$ cat src/rtl/acc_pkg.sv
// rtl/acc_pkg.sv - shared geometry constants, state type and address helper for the Sobel accelerator
package acc_pkg;

    localparam logic [6:0]  IMG_W_WORDS = 7'd88;
    localparam logic [8:0]  IMG_H       = 9'd288;
    localparam logic [15:0] SRC_BASE    = 16'd0;
    localparam logic [15:0] DST_BASE    = 16'd25344;

    typedef enum logic [2:0] {
        IDLE,
        ZERO_ROW,
        LOAD,
        SHIFT_READ,
        COMPUTE,
        WRITE,
        DONE
    } state_t;

    // Word address of (row, col) inside an image region starting at base.
    function automatic logic [15:0] word_addr(input logic [15:0] base, input logic [6:0] w_words,
                                              input logic [8:0] row, input logic [6:0] col);
        return base + 16'(row) * 16'(w_words) + 16'(col);
    endfunction

endpackage

$ cat src/rtl/sobel_px.sv
// rtl/sobel_px.sv - one Sobel output pixel from a 3x3 neighbourhood, saturated to 8 bits
module sobel_px (
    input  logic [7:0] p00,
    input  logic [7:0] p01,
    input  logic [7:0] p02,
    input  logic [7:0] p10,
    input  logic [7:0] p11,
    input  logic [7:0] p12,
    input  logic [7:0] p20,
    input  logic [7:0] p21,
    input  logic [7:0] p22,
    output logic [7:0] q
);

    logic [9:0]  right_sum, left_sum, bot_sum, top_sum;
    logic [10:0] gx, gy, abs_gx, abs_gy, mag;
    logic        center_unused;

    // The centre tap has zero weight in both kernels.
    assign center_unused = ^p11;

    assign right_sum = {2'b00, p02} + {1'b0, p12, 1'b0} + {2'b00, p22};
    assign left_sum  = {2'b00, p00} + {1'b0, p10, 1'b0} + {2'b00, p20};
    assign bot_sum   = {2'b00, p20} + {1'b0, p21, 1'b0} + {2'b00, p22};
    assign top_sum   = {2'b00, p00} + {1'b0, p01, 1'b0} + {2'b00, p02};

    // Two's complement differences in 11 bits; |G| never exceeds 1020 so the sum fits without wrap.
    assign gx     = {1'b0, right_sum} - {1'b0, left_sum};
    assign gy     = {1'b0, bot_sum} - {1'b0, top_sum};
    assign abs_gx = gx[10] ? (~gx + 11'd1) : gx;
    assign abs_gy = gy[10] ? (~gy + 11'd1) : gy;
    assign mag    = abs_gx + abs_gy;
    assign q      = (mag > 11'd255) ? 8'hFF : mag[7:0];

endmodule

$ cat src/rtl/acc_sobel.sv
// rtl/acc_sobel.sv - Sobel edge filter over a word-packed image with a 3x3-word sliding window
module acc_sobel
    import acc_pkg::*;
#(
    parameter logic [6:0]  W_WORDS = IMG_W_WORDS,
    parameter logic [8:0]  H_ROWS  = IMG_H,
    parameter logic [15:0] SRC     = SRC_BASE,
    parameter logic [15:0] DST     = DST_BASE
) (
    input  logic        clk,
    input  logic        reset,
    output logic [15:0] addr,
    input  logic [31:0] dataR,
    output logic [31:0] dataW,
    output logic        en,
    output logic        we,
    input  logic        start,
    output logic        finish
);

    localparam logic [6:0] LAST_COL = W_WORDS - 7'd1;
    localparam logic [8:0] LAST_ROW = H_ROWS - 9'd1;

    state_t      state, next_state;
    logic [8:0]  row;
    logic [6:0]  col;
    logic [2:0]  k;
    logic [2:0]  k_prev;
    logic [7:0]  prev_b [3];
    logic [31:0] cur_w  [3];
    logic [31:0] nxt_w  [3];
    logic [47:0] row_v  [3];
    logic [31:0] px_word, masked, result;
    logic [8:0]  src_row;
    logic [6:0]  src_col;

    assign k_prev  = k - 3'd1;
    assign src_row = row - 9'd1 + ((state == LOAD) ? {7'd0, k[2:1]} : {7'd0, k[1:0]});
    assign src_col = (state == LOAD) ? {6'd0, k[0]} : col + 7'd1;

    // Only the top byte of the previous word and the bottom byte of the next word are neighbours.
    for (genvar i = 0; i < 3; i++) begin : g_row
        assign row_v[i] = {nxt_w[i][7:0], cur_w[i], prev_b[i]};
    end

    for (genvar p = 0; p < 4; p++) begin : g_px
        sobel_px u_px (
            .p00(row_v[0][8*p +: 8]), .p01(row_v[0][8*p+8 +: 8]), .p02(row_v[0][8*p+16 +: 8]),
            .p10(row_v[1][8*p +: 8]), .p11(row_v[1][8*p+8 +: 8]), .p12(row_v[1][8*p+16 +: 8]),
            .p20(row_v[2][8*p +: 8]), .p21(row_v[2][8*p+8 +: 8]), .p22(row_v[2][8*p+16 +: 8]),
            .q  (px_word[8*p +: 8])
        );
    end

    // Force the image's left and right border columns to zero.
    always_comb begin
        masked = px_word;
        if (col == 7'd0)     masked[7:0]   = 8'h00;
        if (col == LAST_COL) masked[31:24] = 8'h00;
    end

    // State register.
    always_ff @(posedge clk) begin
        if (!reset) state <= IDLE;
        else        state <= next_state;
    end

    // Next-state decode and memory request generation.
    always_comb begin
        next_state = state;
        addr       = 16'd0;
        dataW      = 32'd0;
        en         = 1'b0;
        we         = 1'b0;
        finish     = 1'b0;
        case (state)
            IDLE: if (start) next_state = ZERO_ROW;
            ZERO_ROW: begin
                en   = 1'b1;
                we   = 1'b1;
                addr = word_addr(DST, W_WORDS, row, col);
                if (col == LAST_COL) next_state = (row == 9'd0) ? LOAD : DONE;
            end
            LOAD: begin
                if (k < 3'd6) begin
                    en   = 1'b1;
                    addr = word_addr(SRC, W_WORDS, src_row, src_col);
                end else begin
                    next_state = COMPUTE;
                end
            end
            SHIFT_READ: begin
                if (col == LAST_COL || k == 3'd3) begin
                    next_state = COMPUTE;
                end else begin
                    en   = 1'b1;
                    addr = word_addr(SRC, W_WORDS, src_row, src_col);
                end
            end
            COMPUTE: next_state = WRITE;
            WRITE: begin
                en    = 1'b1;
                we    = 1'b1;
                addr  = word_addr(DST, W_WORDS, row, col);
                dataW = result;
                if (col != LAST_COL)            next_state = SHIFT_READ;
                else if (row == LAST_ROW - 9'd1) next_state = ZERO_ROW;
                else                            next_state = LOAD;
            end
            DONE: begin
                finish = 1'b1;
                if (!start) next_state = IDLE;
            end
            default: next_state = IDLE;
        endcase
    end

    // Row/word counters, read-capture sequencing and the sliding window.
    always_ff @(posedge clk) begin
        if (!reset || state == IDLE) begin
            row    <= 9'd0;
            col    <= 7'd0;
            k      <= 3'd0;
            result <= 32'd0;
            for (int i = 0; i < 3; i++) begin
                prev_b[i] <= 8'd0;
                cur_w[i]  <= 32'd0;
                nxt_w[i]  <= 32'd0;
            end
        end else begin
            case (state)
                ZERO_ROW: begin
                    if (col == LAST_COL) begin
                        col <= 7'd0;
                        k   <= 3'd0;
                        if (row == 9'd0) row <= 9'd1;
                    end else begin
                        col <= col + 7'd1;
                    end
                end
                LOAD: begin
                    k <= k + 3'd1;
                    if (k != 3'd0) begin
                        if (k_prev[0]) nxt_w[k_prev[2:1]] <= dataR;
                        else           cur_w[k_prev[2:1]] <= dataR;
                    end
                end
                SHIFT_READ: begin
                    if (col != LAST_COL) begin
                        k <= k + 3'd1;
                        if (k != 3'd0) nxt_w[k_prev[1:0]] <= dataR;
                    end
                end
                COMPUTE: begin
                    result <= masked;
                    k      <= 3'd0;
                end
                WRITE: begin
                    k <= 3'd0;
                    if (col != LAST_COL) begin
                        col <= col + 7'd1;
                        for (int i = 0; i < 3; i++) begin
                            prev_b[i] <= cur_w[i][31:24];
                            cur_w[i]  <= nxt_w[i];
                            nxt_w[i]  <= 32'd0;
                        end
                    end else begin
                        col <= 7'd0;
                        row <= row + 9'd1;
                        for (int i = 0; i < 3; i++) begin
                            prev_b[i] <= 8'd0;
                            cur_w[i]  <= 32'd0;
                            nxt_w[i]  <= 32'd0;
                        end
                    end
                end
                default: ;
            endcase
        end
    end

endmodule

$ cat config.mk
export PLATFORM = sky130hd
export DESIGN_NAME = acc_sobel
export DESIGN_NICKNAME = d
export VERILOG_FILES = /design/src/rtl/acc_pkg.sv /design/src/rtl/sobel_px.sv /design/src/rtl/acc_sobel.sv
export SDC_FILE = /design/constraint.sdc
export NUM_CORES = 1
export LEC_CHECK = 0
export CAP_MARGIN = 40
export CORE_MARGIN = 1
export CORE_UTILIZATION = 50
export CTS_BUF_LIST = sky130_fd_sc_hd__clkbuf_16
export CTS_CLUSTER_SIZE = 25
export DETAILED_ROUTE_END_ITERATION = 10
export PLACE_DENSITY = 0.66
export SLEW_MARGIN = 30
export SYNTH_ARGS = -nofsm -noshare
export SYNTH_HDL_FRONTEND = slang
export SYNTH_HIERARCHICAL = 1
export SYNTH_SLANG_ARGS = --single-unit
$ cat constraint.sdc
create_clock -name clk -period 7.61 [get_ports clk]
set_input_delay 1.9025 -clock clk [delete_from_list [all_inputs] [get_ports clk]]
set_output_delay 1.9025 -clock clk [all_outputs]
set_load 0.03 [all_outputs]
==> impl_metrics.json <==
{
  "outcome": "completed",
  "cts_tree": "yes",
  "vias": 20400,
  "finalHoldViolations": 0,
  "core_mm2": 0.0542,
  "syn_nets": 3352,
  "fin_crit_ps": 7320,
  "synth.area.top_cells": "edfxtp_1, fa_1, ha_1",
  "clkTransAtPathRegs_ps": 60,
  "fin_nets": 3435,
  "maxCapViolCount": 0,
  "drt_pass1_iterations": 5,
  "numClockSinks": 270,
  "die_w_um": 237,
  "drt_wl_total_um": 74100,
  "critPathBufInv": 6,
  "synth-seq-cells": 270,
  "io_buffers": 85,
  "synthTopCellsByCount": "inv_1, fa_1, ha_1",
  "rsz0062_at_grt": "yes",
  "h-tree-depth": 1,
  "path_max_fanout": 5,
  "ys_types": 121,
  "async_reset_ff_frac": 0,
  "wire_per_inst_um": 20.4,
  "r2r-end": "result[10]$_SDFFE_PP0P_",
  "min_delay_worst_endpoint": "result[20]$_SDFFE_PP0P_",
  "r2r_cells": 23,
  "gp_congestion": 0.929,
  "postSynthCellCount": 2829,
  "drive_above_1_share": 0.0688,
  "syn_avg_cell_area_um2": 9.79,
  "grt_pass1_vias": 20600,
  "drtIter0Drc": 1468,
  "fmax_mhz": 137,
  "hold_depth": 2,
  "yosysTopAreaCellShare": 0.234,
  "slowest_delay_ps": 420,
  "hpwl_um": 58700,
  "drc": 0,
  "num-fill-cells": 4716,
  "clockBufferDepth": 3,
  "relSlewSlack": 0.438,
  "fin_worst_skew_ps": 14.0,
  "synth_most_common_cell": "inv_1",
  "cts-root-buf": "clkbuf_16",
  "fp.dieH_um": 237,
  "ant_nets": 0,
  "ys_warn_count": 6,
  "postCtsHoldBufs": 0,
  "crit_family": "adder cells",
  "yosys_most_used_dff": "edfxtp_1",
  "ios": 86,
  "netlist_area_mm2": 0.0277,
  "die-area_mm2": 0.0563,
  "required_ps": 5710,
  "grt_overflow": 0,
  "crit_type": "reg -> out",
  "cts_buffers": 31,
  "crit_path_start_kind": "flop",
  "worst_pin_slew_ps": 843,
  "reg2reg_setup_slack_ps": 790,
  "hp-class": "reg -> reg",
  "synth_area_leader_cell": "edfxtp_1",
  "worstSetupEndpointType": "output port",
  "arrival_ps": 5420,
  "crit_path_frequent_cell": "inv_1",
  "syn_to_final_growth_pct": 10.9,
  "antenna_found_initial": 4,
  "grt_use_total": 0.263,
  "timing.hold.ws_ps": 456,
  "grt_max_degree": 79,
  "slowest_stage": "fa_1",
  "synth-edff-count": 216,
  "r2r-start": "cur_w[0][16]$_DFFE_PP_",
  "start_util": 0.511,
  "setup_viol": 0,
  "std_cell_rows": 85,
  "clkLatencyLatePin_ps": 580,
  "vias_per_cell": 5.61,
  "layout_worst_path_cycle_share": 0.962,
  "grt_pass1_wl_um": 115000,
  "yosysSeqAreaShare": 0.273,
  "hold_start": "result[20]$_SDFFE_PP0P_",
  "drv_slew": 0
}
==> final cells by class <==
| class | count | area [um^2] | area share |
|---|---|---|---|
| timing repair buffer | 120 | 1170 | 0.0381 |
| inverter | 596 | 2240 | 0.0730 |
| sequential | 270 | 7570 | 0.247 |
| multi-input combinational | 1893 | 17700 | 0.577 |
| tap | 696 | 871 | 0.0284 |
| clock buffer | 31 | 776 | 0.0253 |
| clock inverter | 27 | 365 | 0.0119 |
| antenna | 3 | 7.51 | 0.000245 |
==> worst register-to-register path: stages, from the launching register on <==
cell      delay [ps]
edfxtp_1         610
inv_1            200
fa_1             540
inv_1             50
fa_1             380
fa_1             530
ha_1             200
inv_1             70
fa_1             390
xor2_1           320
nand3_1          160
or3_4            420
nor3b_2          560
nor3_1           120
xor2_1           190
ha_1             250
a211o_1          270
a31oi_1          170
xor2_1           100
a31oi_2          670
nor4_1           130
mux2i_1          190
nand2_1           70
a21oi_1          150
==> state kept, by name (all words and copies together), names as in the netlist <==
signal	count
state	3
k	3
result	32
col	7
row	9
cur_w	96
prev_b	24
nxt_w	96
==> repair_timing <==
item,CTS,global route
pin swaps,2,15
setup buffers,2,4
setup endpoints to repair,1,7
resized for setup,1,21
==> routing by layer <==
layer	GRT usage	wire, um	vias up
met5	0	9	-
li1	-	-	9614
met3	0.0259	3770	58
met1	0.358	32800	10200
met4	0.0465	998	2
met2	0.460	36600	536
==> stage by stage <==
| step | utilization | instance area, um^2 | TNS (ps) | worst slack (ps) | cells |
|---|---|---|---|---|---|
| finish | 0.566 | 30700 | 0 | 289 | 3636 |
| detailed placement | 0.541 | 29400 | 0 | 544 | 3565 |
| global route | 0.566 | 30700 | -69.5 | -62.0 | 3635 |
| floorplan | - | 27700 | 0 | 365 | 2829 |
| global placement | 0.540 | 29300 | 0 | 608 | 3561 |
| CTS | 0.563 | 30500 | 0 | 28.4 | 3625 |
==> kinds of logic after synthesis <==
| family | count (synthesis) | synth area share |
|---|---|---|
| simple gates | 671 | 0.134 |
| buf+inv | 666 | 0.0934 |
| compound gates | 531 | 0.140 |
| fa+ha+maj | 488 | 0.293 |
| flops | 270 | 0.273 |
| xor+xnor | 176 | 0.0559 |
| mux | 27 | 0.0102 |
==> worst max-delay path by stage <==
stage,startpoint,end,slack (ps),depth (start not counted)
after global routing,state[2]$_SDFFE_PN0P_,addr[15],-60,28
after detailed placement,state[2]$_SDFFE_PN0P_,addr[15],540,28
after global placement,state[2]$_SDFFE_PN0P_,addr[15],610,28
final,state[2]$_SDFFE_PN0P_,addr[15],290,28
after floorplan,state[1]$_SDFFE_PN0P_,addr[15],370,28
after CTS,state[2]$_SDFFE_PN0P_,addr[15],30,28
==> cell usage in the layout, fill, tap and decap left out, drive strengths merged, types with 12 or more instances in the layout <==
| master | count |
|---|---|
| inv | 606 |
| fa | 267 |
| ha | 221 |
| edfxtp | 216 |
| and2 | 132 |
| nor2 | 132 |
| nand2 | 118 |
| a21oi | 110 |
| xnor2 | 102 |
| a22o | 97 |
| o21ai | 83 |
| clkdlybuf4s50 | 78 |
| xor2 | 74 |
| and3 | 54 |
| dfxtp | 54 |
| nand3 | 42 |
| buf | 40 |
| nor2b | 38 |
| a21o | 36 |
| clkbuf | 32 |
| nor3 | 31 |
| o21a | 28 |
| nand2b | 25 |
| a211oi | 22 |
| mux2i | 20 |
| a22oi | 20 |
| or3 | 20 |
| o22ai | 17 |
| o21bai | 16 |
| o211ai | 14 |
| or4 | 12 |
Power is left out: the tool's default activity adds up to more than one toggle a clock period on the data nets, which glitch-free logic cannot reach.
